### src/rtl/clkdiv_ramp_pkg.sv
`default_nettype none
// ============================================================================
// Module   : clkdiv_ramp_pkg
// Brief    : State encoding and ratio-step helper for the divider ramp
// Revision : 1.0 - initial release
// ============================================================================
package clkdiv_ramp_pkg;

    // Widest ratio the helper supports; one guard bit is added on top.
    localparam int c_maxw = 16;

    localparam logic [2:0] c_st_idle  = 3'd0;
    localparam logic [2:0] c_st_step  = 3'd1;
    localparam logic [2:0] c_st_wack  = 3'd2;
    localparam logic [2:0] c_st_wrel  = 3'd3;
    localparam logic [2:0] c_st_dwell = 3'd4;

    // One bounded move towards tgt; the guard bit keeps cur+step from wrapping.
    function automatic logic [c_maxw:0] next_div(
        input logic [c_maxw:0] cur,
        input logic [c_maxw:0] tgt,
        input logic [c_maxw:0] step
    );
        logic [c_maxw:0] sum;
        logic [c_maxw:0] dif;
        sum      = cur + step;
        dif      = cur - tgt;
        next_div = cur;
        if (cur < tgt) begin
            next_div = (sum > tgt) ? tgt : sum;
        end else if (cur > tgt) begin
            next_div = (dif > step) ? (cur - step) : tgt;
        end
    endfunction

endpackage
`default_nettype wire

### src/rtl/clkdiv_ramp_tmr.sv
`default_nettype none
// ============================================================================
// Module   : clkdiv_ramp_tmr
// Brief    : Loadable down-counter with zero flag (dwell and watchdog share it)
// Revision : 1.0 - initial release
// ============================================================================
module clkdiv_ramp_tmr #(
    parameter int W = 8
) (
    input  logic         clk,
    input  logic         rst_n,
    input  logic         i_load,
    input  logic [W-1:0] i_value,
    output logic         o_zero
);

    logic [W-1:0] r_cnt;

    always_ff @(posedge clk) begin
        if (!rst_n) begin
            r_cnt <= '0;
        end else if (i_load) begin
            r_cnt <= i_value;
        end else if (r_cnt != '0) begin
            r_cnt <= r_cnt - W'(1);
        end
    end

    assign o_zero = (r_cnt == '0);

endmodule
`default_nettype wire

### src/rtl/clkdiv_ramp.sv
`default_nettype none
// ============================================================================
// Module   : clkdiv_ramp
// Brief    : Walks the clock-divider ratio to a target in bounded, handshaken steps
// Revision : 1.0 - initial release
// ============================================================================
module clkdiv_ramp
    import clkdiv_ramp_pkg::*;
#(
    parameter int N       = 4,
    parameter int STEP    = 1,
    parameter int DW      = 8,
    parameter int RST_DIV = 0,
    parameter int TMO     = (1 << N) + 4
) (
    input  logic          clk,
    input  logic          rst_n,
    input  logic [N-1:0]  target,
    input  logic          load,
    input  logic [DW-1:0] dwell,
    input  logic          dack,
    output logic [N-1:0]  div,
    output logic          busy,
    output logic          done,
    output logic          err
);

    localparam int              c_tw      = (DW > $clog2(TMO) + 1) ? DW : $clog2(TMO) + 1;
    localparam logic [c_tw-1:0] c_tmo     = c_tw'(TMO);
    localparam logic [c_maxw:0] c_step    = (c_maxw + 1)'(STEP);
    localparam logic [N-1:0]    c_rst_div = N'(RST_DIV);

    logic [2:0]      r_state;
    logic [N-1:0]    r_tgt;
    logic [DW-1:0]   r_dwell;

    logic [2:0]      w_state_nxt;
    logic [N-1:0]    w_div_nxt;
    logic [N-1:0]    w_tgt_nxt;
    logic [DW-1:0]   w_dwell_nxt;
    logic            w_busy_nxt;
    logic            w_done_nxt;
    logic            w_err_nxt;
    logic            w_tmr_load;
    logic [c_tw-1:0] w_tmr_val;
    logic            w_tmr_zero;
    logic [N-1:0]    w_step_div;
    logic [DW-1:0]   w_dwell_m1;

    assign w_step_div = N'(next_div((c_maxw + 1)'(div), (c_maxw + 1)'(r_tgt), c_step));
    // Counter is preloaded with dwell-1 so a dwell of d holds max(d,1) cycles.
    assign w_dwell_m1 = (r_dwell == '0) ? '0 : (r_dwell - DW'(1));

    clkdiv_ramp_tmr #(
        .W (c_tw)
    ) u_tmr (
        .clk     (clk),
        .rst_n   (rst_n),
        .i_load  (w_tmr_load),
        .i_value (w_tmr_val),
        .o_zero  (w_tmr_zero)
    );

    always_ff @(posedge clk) begin
        if (!rst_n) begin
            r_state <= c_st_idle;
            r_tgt   <= c_rst_div;
            r_dwell <= '0;
            div     <= c_rst_div;
            busy    <= 1'b0;
            done    <= 1'b0;
            err     <= 1'b0;
        end else begin
            r_state <= w_state_nxt;
            r_tgt   <= w_tgt_nxt;
            r_dwell <= w_dwell_nxt;
            div     <= w_div_nxt;
            busy    <= w_busy_nxt;
            done    <= w_done_nxt;
            err     <= w_err_nxt;
        end
    end

    always_comb begin
        w_state_nxt = r_state;
        w_div_nxt   = div;
        w_tgt_nxt   = r_tgt;
        w_dwell_nxt = r_dwell;
        w_busy_nxt  = busy;
        w_done_nxt  = 1'b0;
        w_err_nxt   = err;
        w_tmr_load  = 1'b0;
        w_tmr_val   = '0;

        // A load retargets at any time; the step in flight still finishes.
        if (load) begin
            w_tgt_nxt   = target;
            w_dwell_nxt = dwell;
            w_err_nxt   = 1'b0;
        end

        case (r_state)
            c_st_idle: begin
                if (load) begin
                    if (target == div) begin
                        w_done_nxt = 1'b1;
                    end else begin
                        w_state_nxt = c_st_step;
                        w_busy_nxt  = 1'b1;
                    end
                end
            end
            c_st_step: begin
                w_div_nxt   = w_step_div;
                w_state_nxt = c_st_wack;
                w_tmr_load  = 1'b1;
                w_tmr_val   = c_tmo;
            end
            c_st_wack: begin
                if (dack) begin
                    w_state_nxt = c_st_wrel;
                    w_tmr_load  = 1'b1;
                    w_tmr_val   = c_tmo;
                end else if (w_tmr_zero) begin
                    w_state_nxt = c_st_idle;
                    w_busy_nxt  = 1'b0;
                    w_err_nxt   = 1'b1;
                end
            end
            c_st_wrel: begin
                if (!dack) begin
                    w_state_nxt = c_st_dwell;
                    w_tmr_load  = 1'b1;
                    w_tmr_val   = c_tw'(w_dwell_m1);
                end else if (w_tmr_zero) begin
                    w_state_nxt = c_st_idle;
                    w_busy_nxt  = 1'b0;
                    w_err_nxt   = 1'b1;
                end
            end
            c_st_dwell: begin
                if (w_tmr_zero) begin
                    if (div == r_tgt) begin
                        w_state_nxt = c_st_idle;
                        w_busy_nxt  = 1'b0;
                        w_done_nxt  = 1'b1;
                    end else begin
                        w_state_nxt = c_st_step;
                    end
                end
            end
            default: begin
                w_state_nxt = c_st_idle;
                w_busy_nxt  = 1'b0;
            end
        endcase
    end

endmodule
`default_nettype wire

### config.mk
export PLATFORM = sky130hd
export DESIGN_NAME = clkdiv_ramp
export DESIGN_NICKNAME = d
export VERILOG_FILES = /design/src/rtl/clkdiv_ramp_pkg.sv /design/src/rtl/clkdiv_ramp_tmr.sv /design/src/rtl/clkdiv_ramp.sv
export SDC_FILE = /design/constraint.sdc
export NUM_CORES = 1
export LEC_CHECK = 0
export BUFFER_PORTS_ARGS = -buffer_cell sky130_fd_sc_hd__buf_2
export CAP_MARGIN = 30
export CORE_MARGIN = 2
export CORE_UTILIZATION = 53
export DETAILED_ROUTE_END_ITERATION = 7
export PLACE_DENSITY = 0.82
export SKIP_LAST_GASP = 1
export SLEW_MARGIN = 10
export SYNTH_ARGS = -nofsm -noshare
export SYNTH_HDL_FRONTEND = slang
export SYNTH_SLANG_ARGS = --single-unit
### constraint.sdc
create_clock -name clk -period 2.5 [get_ports clk]
set_clock_uncertainty 0.05 [all_clocks]
set_input_delay 0.125 -clock clk [delete_from_list [all_inputs] [get_ports clk]]
set_output_delay 0.125 -clock clk [all_outputs]
set_load 0.1 [all_outputs]
Word level (Yosys, flattened, before mapping)
Index checks and enable logic that the tools add are counted.
Storage, ports and cells
  bits in registers: 30
  output and inout bits: 7
  word-level logic and storage cells: 78
Operators by class
  $add $sub $neg: 5
  order comparisons: 4
  eq/ne operators: 12
  mux-type cells: 39
  bitwise operators: 1
  reduce and logical (&&, ||, !) cells: 9
Operators by type and width (number)
  8-bit 2-to-1 mux: 4
  8-bit one-hot mux with 3 select lines: 1
  1-bit 2-to-1 mux: 18
  3-bit 2-to-1 mux: 6
  17-bit by 1-bit greater-than comparator with 1-bit output, second input constant: 1
  8-bit zero test: 2
  4-bit 2-to-1 mux: 4
  8-bit by 1-bit subtractor with 8-bit output, second input constant: 2
  3-bit one-hot mux with 5 select lines: 1
  2-bit != test, second input constant: 5
  4-bit equality test: 2
  8-bit nonzero test: 1
  7-bit AND reduction: 1
  3-bit by 2-bit equality test with 1-bit output, second input constant: 2
  4-bit by 1-bit adder with 5-bit output, second input constant: 1
  5-bit by 4-bit greater-than comparator with 1-bit output: 1
  5-bit 2-to-1 mux: 1
  1-bit one-hot mux with 5 select lines: 1
  4-bit by 4-bit subtractor with 5-bit output: 1
  4-bit greater-than comparator: 1
  4-bit less-than comparator: 1
  1-bit one-hot mux with 2 select lines: 2
  2-bit nonzero test: 2
  4-bit by 1-bit subtractor with 4-bit output, second input constant: 1
  8 further kinds: 8

Logic depth before layout (Yosys ltp)
Gate-level depths: netlist of run 1.
  depth after elaboration: 5
  gate-level depth with buffers: 10

Modules after synthesis
Synthesis of run 1 repeated with hierarchy kept, for this count alone.
Unflattened totals
  cell total of the unflattened synthesis: 244
  area, all modules: 2102.0 um2
By module, submodules not included
  clkdiv_ramp: times used 1, cells an instance 193, area an instance 1644.1 um2
  clkdiv_ramp_tmr: times used 1, cells an instance 51, area an instance 457.9 um2

Worst setup path after synthesis of run 1
No wires, ideal clock.
  kind: register -> register
  start point: reg div[0]
  end point: reg div[2]
  data arrival time: 3.067 ns
  data required time: 2.325 ns
  setup slack: -0.742 ns
  stages on the path, launching flop included: 10
  buffers on the path: 0
  cells stage by stage: dfxtp_1 inv_1 ha_1 ha_1 nand3_1 o221a_2 o21ai_0 a21oi_1 nor3_1 o41a_1
On the way
  word-level cells in the longest chain between the ends: 5
  elaborated cells on any way between the ends: 13
  classes of those cells: add/sub: 3; order compare: 4; mux: 4; reduce/logical: 2
Ends and longest elaborated chain
  start, declared: line clkdiv_ramp.sv:22  | output logic [N-1:0] div,
  start signal, assigned: line clkdiv_ramp.sv:69  | div <= c_rst_div;
  start signal, assigned: line clkdiv_ramp.sv:77  | div <= w_div_nxt;
  4-bit by 4-bit subtractor with 5-bit output: line clkdiv_ramp_pkg.sv:27  | dif = cur - tgt;
  17-bit by 1-bit greater-than comparator with 1-bit output: line clkdiv_ramp_pkg.sv:32  | next_div = (dif > step) ? (cur - step) : tgt;
  4-bit 2-to-1 mux: line clkdiv_ramp_pkg.sv:32
  4-bit 2-to-1 mux: line clkdiv_ramp_pkg.sv:31  | end else if (cur > tgt) begin
  4-bit 2-to-1 mux: line clkdiv_ramp_pkg.sv:29  | if (cur < tgt) begin
Several ways; a longest one is shown, not always the timed one. The select of a mux whose other input is x is not followed.
A chain may end at the register's enable or synchronous reset.

Final worst setup path of run 1
  start point: reg r_tgt[3]
  end point: reg div[2]
On the way
  word-level cells in the longest chain between the ends: 5
  elaborated cells on any way between the ends: 11
  classes of those cells: add/sub: 1; order compare: 4; mux: 4; reduce/logical: 2
Ends and longest elaborated chain
  start, declared: line clkdiv_ramp.sv:34  | logic [N-1:0] r_tgt;
  start signal, assigned: line clkdiv_ramp.sv:67  | r_tgt <= c_rst_div;
  start signal, assigned: line clkdiv_ramp.sv:75  | r_tgt <= w_tgt_nxt;
  4-bit by 4-bit subtractor with 5-bit output: line clkdiv_ramp_pkg.sv:27
  17-bit by 1-bit greater-than comparator with 1-bit output: line clkdiv_ramp_pkg.sv:32
  4-bit 2-to-1 mux: line clkdiv_ramp_pkg.sv:32
  4-bit 2-to-1 mux: line clkdiv_ramp_pkg.sv:31
  4-bit 2-to-1 mux: line clkdiv_ramp_pkg.sv:29
Several ways; a longest one is shown, not always the timed one. The select of a mux whose other input is x is not followed.

==> qor.yml, run 1 <==
outcome:
  status: "finished clean"
detailed_routing:
  wl_um: 4921
  drc: 0
  drtPass1Iterations: 4
  num_vias: 1970
  viasPerCell: 5.760
  drtIter0Drc: 115
  antenna_left: 0
  avgRoutedWirePerCell_um: 14.39
yosys:
  yosys_warnings: 0
  syn_inst: 263
  synthFlopType: "dfxtp_1"
  ys_seq_elements: 30
  ys_seq_area_share_pct: 28.04
  syn_avg_cell_area_um2: 8.145
  synth_edf_count: 0
  netlist_area_um2: 2142
  synth.distinct_cells: 52
  synth_nets: 294
  synth_async_sr_flop_share_pct: 0
cells_and_area:
  nNetsFinal: 322
  fin_area_um2: 2505
  drive_gt1_share_pct: 20.21
  antenna_cells: 0
  utilization_pct: 63.54
  fillerInstances: 335
  area_delta_synth_final_pct: 16.94
floorplan:
  die_w_um: 67.58
  start_util_pct: 54.33
  io_pins: 23
  fp-row-count: 23
  die_y_um: 67.58
  dieArea_um2: 4566
  core_um2: 3943
cts:
  cts-buffers-inserted: 5
  path_clk_slew_ns: 0.07
  cts_max_path_buffers: 2
  clkLatencyLatePin_ns: 0.30
  clock-sinks: 30
  cts.hold.buffers_added: 0
  cts_tree: "built"
  htreeDepth: 2
  cts.root.buffer_cell: "clkbuf_8"
critical_path:
  max_stage_delay_ns: 0.41
  cpMaxStageDelayCell: "or3b_1"
  worstPathRequired_ns: 2.63
  r2r_slack_ns: 0.06
  endpoint_kind: "register"
  r2r_cells: 8
  path_depth: 8
  regToRegStartpoint: "r_tgt[3]"
  crit_chain: "inv_1, ha_1, or3b_1, or3_4, a31oi_4, or2_4, nor3_2, o41a_1"
  worst_r2r_endpoint: "div[2]"
  crit_family: "simple AND/OR/NAND/NOR gates"
  worst-path-buf-inv: 1
  start_kind: "register"
  worstPathArrival_ns: 2.57
  crit_fanout: 4
  critical_path_class: "register to register"
timing:
  setup_viol: 0
  fin_crit_ns: 2.442
  hold_violations: 0
  tns_ns: 0
  maxSlewViolCount: 0
  min_period_over_period_pct: 97.70
  fmax_mhz: 409.4
  rsz0062_at_grt: "true"
  relSlewSlack_pct: 63.59
  worstMarginPinSlew_ns: 0.5424
placed_design:
  io_buffers: 22
  gp_congestion: 1.007
  dp_hpwl_um: 3530
  place_area_um2: 2351
power_and_ir_drop:
  peakVddDrop_uv: 841.4
  leakagePower_uw: 0.001052
  p_per_area_nw_per_um2: 1341
hold_path:
  hp-start: "dwell[5]"
  worstHoldPathType: "primary input to register"
  holdPathStages: 3
  whs_endpoint: "r_dwell[5]"
grt:
  grt_pass1_wl_um: 7928
  antenna_found_initial: 0
  overflow: 0
  grt_usage_pct: 22.88
  grt_pass1_vias: 1798
  grt_start_max_net_pins: 29
flow_run:
  maxCapViolCount: 0
-- worst max-delay path by stage --
stage,endpoint,start
5_1_grt,div[2],div[0]
6_report,div[2],r_tgt[3]
3_5_place_dp,div[2],r_tgt[3]
3_3_place_gp,div[2],r_tgt[3]
2_1_floorplan,div[2],div[2]
4_1_cts,div[2],r_tgt[3]
-- layout by cell type (no fill, tap or decap), types with 7 or more instances in the layout --
master	netlist	layout
nor2_1	27	27
dfxtp_1	30	25
xnor2_1	11	11
nor2b_1	16	16
nand3_1	13	13
xor2_1	8	8
inv_1	15	15
o21ai_0	8	7
nand2_1	17	17
ha_1	14	12
a21oi_1	13	12
mux2i_1	13	13
buf_4	0	10
nor3_1	9	9
buf_2	1	22
-- layout make-up --
class                   count  area (um2)  share of cell area [%]
clock buffers               6       82.58                   3.297
repair buffers             32       185.2                   7.393
inverters                  15       56.30                   2.248
clock inverters             2       12.51                  0.4995
well taps                  50       62.56                   2.498
multi-input cells         207        1489                   59.44
flip-flops and latches     30       616.8                   24.63
-- tightest hold or removal path, stage by stage --
cell and delay, ns:
buf_2 0.08, mux2i_1 0.06, nor2b_1 0.09
-- flip-flops by register name (all words and copies together), names as in the netlist --
register / flops
busy: 1
div: 4
done: 1
err: 1
r_dwell: 8
r_state: 3
r_tgt: 4
u_tmr.r_cnt: 8
-- Yosys cell counts (all sizes together) (2+ instances only) --
master / count / area share, %
nor3: 10 / 2.6
xor2: 8 / 3.3
buf: 2 / 0.41
o221a: 3 / 1.6
mux2i: 13 / 6.1
or3: 2 / 0.58
o21a: 4 / 1.4
nor4: 6 / 1.8
o22a: 3 / 1.2
nor2: 27 / 4.7
ha: 14 / 8.2
a31oi: 3 / 1.2
inv: 15 / 2.6
and2: 4 / 1.2
or2: 2 / 0.70
nand2: 17 / 3.0
clkbuf: 9 / 1.6
nand3: 13 / 3.0
xnor2: 11 / 4.5
a21boi: 2 / 0.70
o21ai: 9 / 2.1
dfxtp: 30 / 28
o2111ai: 2 / 0.82
nand2b: 4 / 1.2
nor2b: 16 / 4.7
a21oi: 13 / 3.0
-- where the power goes --
group	total (uW)	internal (uW)	switching [uW]
sequential	768	615	153
combinational	2170	877	1290
clock	422	221	201
total	3360	1710	1650
-- logic make-up (layout without fill, tap and decap cells) --
family          count (synthesis)  after routing  share of synthesized area [%]
compound gates                 48             48                          16.53
xor+xnor                       19             19                          7.769
fa+ha+maj                      16             16                          9.580
buf+inv                        26             55                          4.614
flops                          30             30                          28.04
mux                            14             14                          6.600
simple gates                  110            110                          26.87
-- layer usage --
metal | vias up | global-route usage, % | share of wire, %
met5 | - | 0 | 0
met4 | 0 | 11.48 | 2.3
met3 | 12 | 5.000 | 5.6
met2 | 70 | 35.17 | 47
met1 | 903 | 29.98 | 45
li1 | 985 | - | -
-- timing repair --
| action | 4_1_cts | 5_1_grt |
|---|---|---|
| gates resized for setup | 0 | 7 |
| endpoints found under the hold margin | 0 | 0 |
| setup buffers | 0 | 2 |
| endpoints found under the setup margin | 0 | 3 |
-- metrics by stage --
step,power [uW],hold slack [ns],setup slack [ns],cells
2_1_floorplan,2345,0.2444,-0.01693,263
4_1_cts,3197,0.04221,0.02818,340
5_1_grt,3610,0.04917,-0.02251,342
3_3_place_gp,2722,0.3308,0.1110,332
6_report,3360,0.03894,0.05758,342
3_5_place_dp,2763,0.3410,0.04854,332
No activity file was read; power rests on OpenSTA's default activity.
==> inputs of run 2 (changes only) <==
ABC_AREA = 1   (was unset)
CORE_MARGIN = unset   (was 2)
RECOVER_POWER = 100   (was unset)
==> qor.yml, run 2 <==
outcome:
  status: "finished clean"
cells_and_area:
  layout_commonest_cell: "nand2_1"
  utilization_pct: 63.00  # -0.53 points
  mostFrequentLayoutCells: "nand2_1, inv_1, nor2_1, nand3_1, dfxtp_1"
  fin_area_um2: 2359  # -5.8%
  reg_top3: "r_dwell x8, u_tmr.r_cnt x8"
  area_delta_synth_final_pct: 11.34
  antenna_cells: 0  # unchanged
  drive_gt1_share_pct: 11.24  # -9.0 points
  nNetsFinal: 377  # +17%
  fin_cells: 395  # +15%
cts:
  clkLatencyLatePin_ns: 0.29  # about the same
  cts.root.buffer_cell: "clkbuf_8"
  htreeDepth: 2  # unchanged
  cts_max_path_buffers: 2  # unchanged
  cts_resized: 0  # unchanged
  cts-buffers-inserted: 5  # unchanged
  clock-sinks: 30  # unchanged
  cts_tree: "built"
  path_clk_slew_ns: 0.06  # about the same
power_and_ir_drop:
  p_per_area_nw_per_um2: 1474  # +9.9%
  peakVddDrop_uv: 1011  # +20%
  leakagePower_uw: 0.001167  # +11%
critical_path:
  crit_family: "simple AND/OR/NAND/NOR gates"
  critical_path_class: "register to register"
  worstPathRequired_ns: 2.65  # +0.02 ns
  crit_chain: "inv_1, ha_1, ha_1, inv_1, nor2_1, nand3_1, nand2_1, nand2_1, nand3_1, nand3_1, nand2_1, inv_1"
  crit_fanout: 8  # +4
  cpMaxStageDelayCell: "dfxtp_2"
  worstPathArrival_ns: 2.34  # -0.23 ns
  start_kind: "register"
  worst-path-buf-inv: 3  # +2
  endpoint_kind: "register"
  max_stage_delay_ns: 0.41  # about the same
grt:
  grt_pass1_wl_um: 8252  # +4.1%
  grt_usage_pct: 25.32  # +2.4 points
  antenna_found_initial: 0  # unchanged
  grt_start_max_net_pins: 21  # -28%
  grt_pass1_vias: 1831  # +1.8%
  overflow: 0  # unchanged
hold_path:
  worstHoldPathType: "primary input to register"
yosys:
  ys_seq_elements: 30  # unchanged
  syn_avg_cell_area_um2: 6.640  # -18%
  yosys.area.top_type: "dfxtp_1"
  synthFlopType: "dfxtp_1"
  synth_edf_count: 0  # unchanged
  syn_inst: 319  # +21%
  synth_common_cells: "nand2_1, inv_1, nor2_1, nand3_1, dfxtp_1"
  yosysMostFrequentCell: "nand2_1"
  synth_top_area_share_pct: 28.35  # +0.31 points
  synth.area.top_cells: "dfxtp_1, nand2_1, nand3_1"
  synth_nets: 350  # +19%
  netlist_area_um2: 2118  # -1.1%
  synth.distinct_cells: 31  # -40%
  ys_seq_area_share_pct: 28.35  # +0.31 points
  synth_async_sr_flop_share_pct: 0  # unchanged
  yosys_warnings: 0  # unchanged
detailed_routing:
  drtPass1Iterations: 5  # +1
  viasPerCell: 5.289  # -8.2%
  num_vias: 2089  # +6.0%
  avgRoutedWirePerCell_um: 12.19  # -15%
  wl_um: 4816  # -2.1%
  drc: 0  # unchanged
  drtIter0Drc: 191  # +66%
  antenna_left: 0  # unchanged
floorplan:
  die_w_um: 65.22  # -3.5%
  io_pins: 23  # unchanged
  fp-row-count: 22  # -4.3%
  dieArea_um2: 4254  # -6.8%
  core_um2: 3744  # -5.0%
  die_y_um: 65.22  # -3.5%
  start_util_pct: 56.58  # +2.3 points
placed_design:
  gp_congestion: 0.9621  # -4.4%
  dp_cells: 386  # +16%
  dp_hpwl_um: 3633  # +2.9%
  place_area_um2: 2287  # -2.7%
  io_buffers: 22  # unchanged
timing:
  relSlewSlack_pct: 21.32  # -42 points
  fin_crit_ns: 2.197  # -0.2452 ns
  rsz0062_at_grt: "false"
  min_period_over_period_pct: 87.89  # -9.8 points
  maxSlewViolCount: 0  # unchanged
  whs_ns: 0.005691  # -0.03325 ns
  tns_ns: 0  # unchanged
  hold_violations: 0  # unchanged
  setup_viol: 0  # unchanged
  fmax_mhz: 455.1  # +11%
  worstMarginPinSlew_ns: 1.185  # +0.6428 ns
flow_run:
  maxCapViolCount: 0  # unchanged
==> run 2: changes by cell type in the layout (fill, tap and decap cells not counted), moves of 13 or more <==
cell / previous run / this run
inv_1: 15 / 49
mux2i_1: 13 / 0
nand2_1: 17 / 56
nand3_1: 13 / 37
nor2_1: 27 / 42
nor2b_1: 16 / 0
o21ai_0: 7 / 21
==> run 2: worst paths after layout <==
check / startpoint / end / slack [ns] / cells past startpoint
setup / recovery: div[0] / div[2] / 0.30 / 12
hold reg to reg: busy / busy / 0.44 / 2
setup reg to reg: div[0] / div[2] / 0.30 / 12
hold / removal: dwell[5] / r_dwell[5] / 0.006 / 3
==> run 2: logic make-up after synthesis <==
group / Yosys count / share of synthesized area (%)
buf+inv: 59 / 10.51
simple gates: 146 / 31.07
compound gates: 54 / 14.65
flops: 30 / 28.35
xor+xnor: 15 / 6.202
fa+ha+maj: 15 / 9.215
==> run 2: cell type report <==
class / instances / area (um2)
fill: 379 / 1385
clock inverter: 1 / 5.005
sequential: 30 / 604.3
timing repair buffer: 25 / 122.6
tap: 48 / 60.06
inverter: 54 / 202.7
multi-input combinational: 230 / 1277
clock buffer: 7 / 86.33
==> run 2: repair_timing <==
action / in CTS / in global routing
endpoints found under the hold margin: 0 / 1
buffers inserted: 0 / 0
hold buffers: 0 / 1
==> run 2: worst register-to-register path, cell delays in order (launching register included) <==
cell     delay (ns)
dfxtp_2        0.41
inv_1          0.13
ha_1           0.36
ha_1           0.28
inv_1          0.03
nor2_1         0.14
nand3_1        0.18
nand2_1        0.17
nand2_1        0.07
nand3_1        0.10
nand3_1        0.09
nand2_1        0.06
inv_1          0.03
==> run 2: metal layers <==
metal  part of all wire, %  GRT usage [%]  vias up  routed length [um]
met5                     0              0        -                   0
met4                   1.4          8.967        0                  67
met3                   8.1          6.771        8                 389
met2                    44          38.40       69                2097
met1                    47          34.26      927                2261
li1                      -              -     1085                   -
==> run 2: per-stage QoR <==
step / total power (uW) / worst slack, ns
final: 3476 / 0.3028
after global routing: 3802 / 0.1490
after CTS: 3514 / 0.3443
after detailed placement: 3097 / 0.3589
after global placement: 3073 / 0.3475
after floorplan: 2663 / 0.009864
==> run 2: power by group <==
part	switching, uW	internal, uW	total (uW)
logic	1590	753	2350
registers	110	609	719
clock network	189	222	411
==> inputs of run 3 (changes only) <==
REMOVE_ABC_BUFFERS = 1   (was unset)
==> qor.yml, run 3 (synthesized netlist as in run 2, its figures left out) <==
outcome:
  status: "finished clean"
power_and_ir_drop:
  peakVddDrop_uv: 1039  # +2.8%
  p_total_uw: 3488  # +0.34%
  p_per_area_nw_per_um2: 1487  # +0.87%
  leakagePower_uw: 0.001159  # -0.68%
timing:
  tns_ns: 0  # unchanged
  min_period_over_period_pct: 89.47  # +1.6 points
  relSlewSlack_pct: 23.14  # +1.8 points
  fin_ws_ns: 0.2633  # -0.03943 ns
  hold_violations: 0  # unchanged
  rsz0062_at_grt: "false"
  maxSlewViolCount: 0  # unchanged
  worstMarginPinSlew_ns: 1.158  # -0.02737 ns
  fmax_mhz: 447.1  # -1.8%
  fin_crit_ns: 2.237  # +0.03943 ns
  setup_viol: 0  # unchanged
cells_and_area:
  multiInputGateArea_um2: 1277  # unchanged
  layout_commonest_cell: "nand2_1"
  fillerInstances: 362  # -4.5%
  nNetsFinal: 376  # -0.27%
  antenna_cells: 0  # unchanged
  mostFrequentLayoutCells: "nand2_1, inv_1, nor2_1, nand3_1, dfxtp_1"
  reg_top3: "r_dwell x8, u_tmr.r_cnt x8"
  area_delta_synth_final_pct: 10.75
  drive_gt1_share_pct: 10.69  # -0.55 points
  seqCellArea_um2: 603.1  # -0.21%
grt:
  grt_pass1_wl_um: 8418  # +2.0%
  grt_usage_pct: 25.50  # +0.17 points
  antenna_found_initial: 0  # unchanged
  grt_start_max_net_pins: 21  # unchanged
  overflow: 0  # unchanged
  grt_pass1_vias: 1900  # +3.8%
critical_path:
  r2r_slack_ns: 0.26  # -0.04 ns
  endpoint_kind: "register"
  critical_path_class: "register to register"
  worstPathRequired_ns: 2.63  # -0.02 ns
  worstPathArrival_ns: 2.37  # +0.03 ns
  crit_fanout: 6  # -2
  start_kind: "register"
detailed_routing:
  drtPass1Iterations: 5  # unchanged
  drtIter0Drc: 240  # +26%
  drc: 0  # unchanged
  num_vias: 2099  # +0.48%
  avgRoutedWirePerCell_um: 12.46  # +2.2%
  antenna_left: 0  # unchanged
  wl_um: 4909  # +1.9%
  viasPerCell: 5.327  # +0.73%
placed_design:
  dp_hpwl_um: 3667  # +0.93%
  gp_congestion: 0.8948  # -7.0%
  pre_cts_ws_ns: 0.1878  # -0.1711 ns
  io_buffers: 22  # unchanged
cts:
  clock-sinks: 30  # unchanged
  cts_tree: "built"
  clkLatencyLatePin_ns: 0.29  # about the same
  cts_max_path_buffers: 2  # unchanged
  postCtsSetupRepairBufs: 0  # unchanged
  cts.hold.buffers_added: 0  # unchanged
  cts_resized: 0  # unchanged
  path_clk_slew_ns: 0.06  # about the same
  cts.root.buffer_cell: "clkbuf_8"
  cts-buffers-inserted: 5  # unchanged
  htreeDepth: 2  # unchanged
floorplan:
  die_y_um: 65.22  # unchanged
  io_pins: 23  # unchanged
  start_util_pct: 56.58  # unchanged
  fp-row-count: 22  # unchanged
  die_w_um: 65.22  # unchanged
  dieArea_um2: 4254  # unchanged
  core_um2: 3744  # unchanged
flow_run:
  maxCapViolCount: 0  # unchanged
hold_path:
  worstHoldPathType: "primary input to register"
[run 3: changes by cell type in the layout (fill, tap and decap cells not counted)]
cell           delta
clkbuf_1          +1
clkbuf_2          -1
dfxtp_1           +1
dfxtp_2           -1
dlygate4sd3_1     -1
[run 3: path summary, 6_finish.rpt]
kind | from | cells after the start | to
max reg2reg | div[1] | 12 | div[1]
min reg2reg | err | 2 | err
max | div[1] | 12 | div[1]
min | dwell[3] | 3 | r_dwell[3]
[run 3: worst max-delay path, cell delays in order (launching register included)]
cell and delay (ns):
dfxtp_2 0.41, inv_1 0.14, ha_1 0.35, ha_1 0.29, inv_1 0.03, nor2_1 0.15
nand3_1 0.18, nand2_1 0.19, nand2_1 0.08, nand3_1 0.10, nand3_1 0.08, nand2_1 0.06
inv_1 0.03
[run 3: per-layer routing]
layer	part of all wire, %	GRT usage [%]	vias to the layer above
met1	47	35.44	922
li1	-	-	1081
met5	0	0	-
met2	43	37.50	81
met4	2.6	11.14	0
met3	7.1	5.556	15
[run 3: cell type report]
cell class	count	area share [%]
sequential	30	25.71
timing repair buffer	24	4.747
tap	48	2.560
clock inverter	1	0.2133
inverter	54	8.640
multi-input combinational	230	54.45
clock buffer	7	3.680
[run 3: power by group]
part	switching, uW	internal (uW)	leakage [uW]
clock network	181	222	0.0000482
logic	1610	748	0.000862
registers	118	607	0.000249
[run 3: through the flow]
step | cells | utilization (%) | hold WS [ns] | instance area [um2]
6_report | 394 | 62.67 | 0.007787 | 2346
5_1_grt | 394 | 62.67 | 0.02432 | 2346
4_1_cts | 394 | 63.44 | 0.008035 | 2375
3_5_place_dp | 386 | 61.00 | 0.3013 | 2283
3_3_place_gp | 386 | 61.00 | 0.2983 | 2283
2_1_floorplan | 314 | - | 0.1644 | 2098
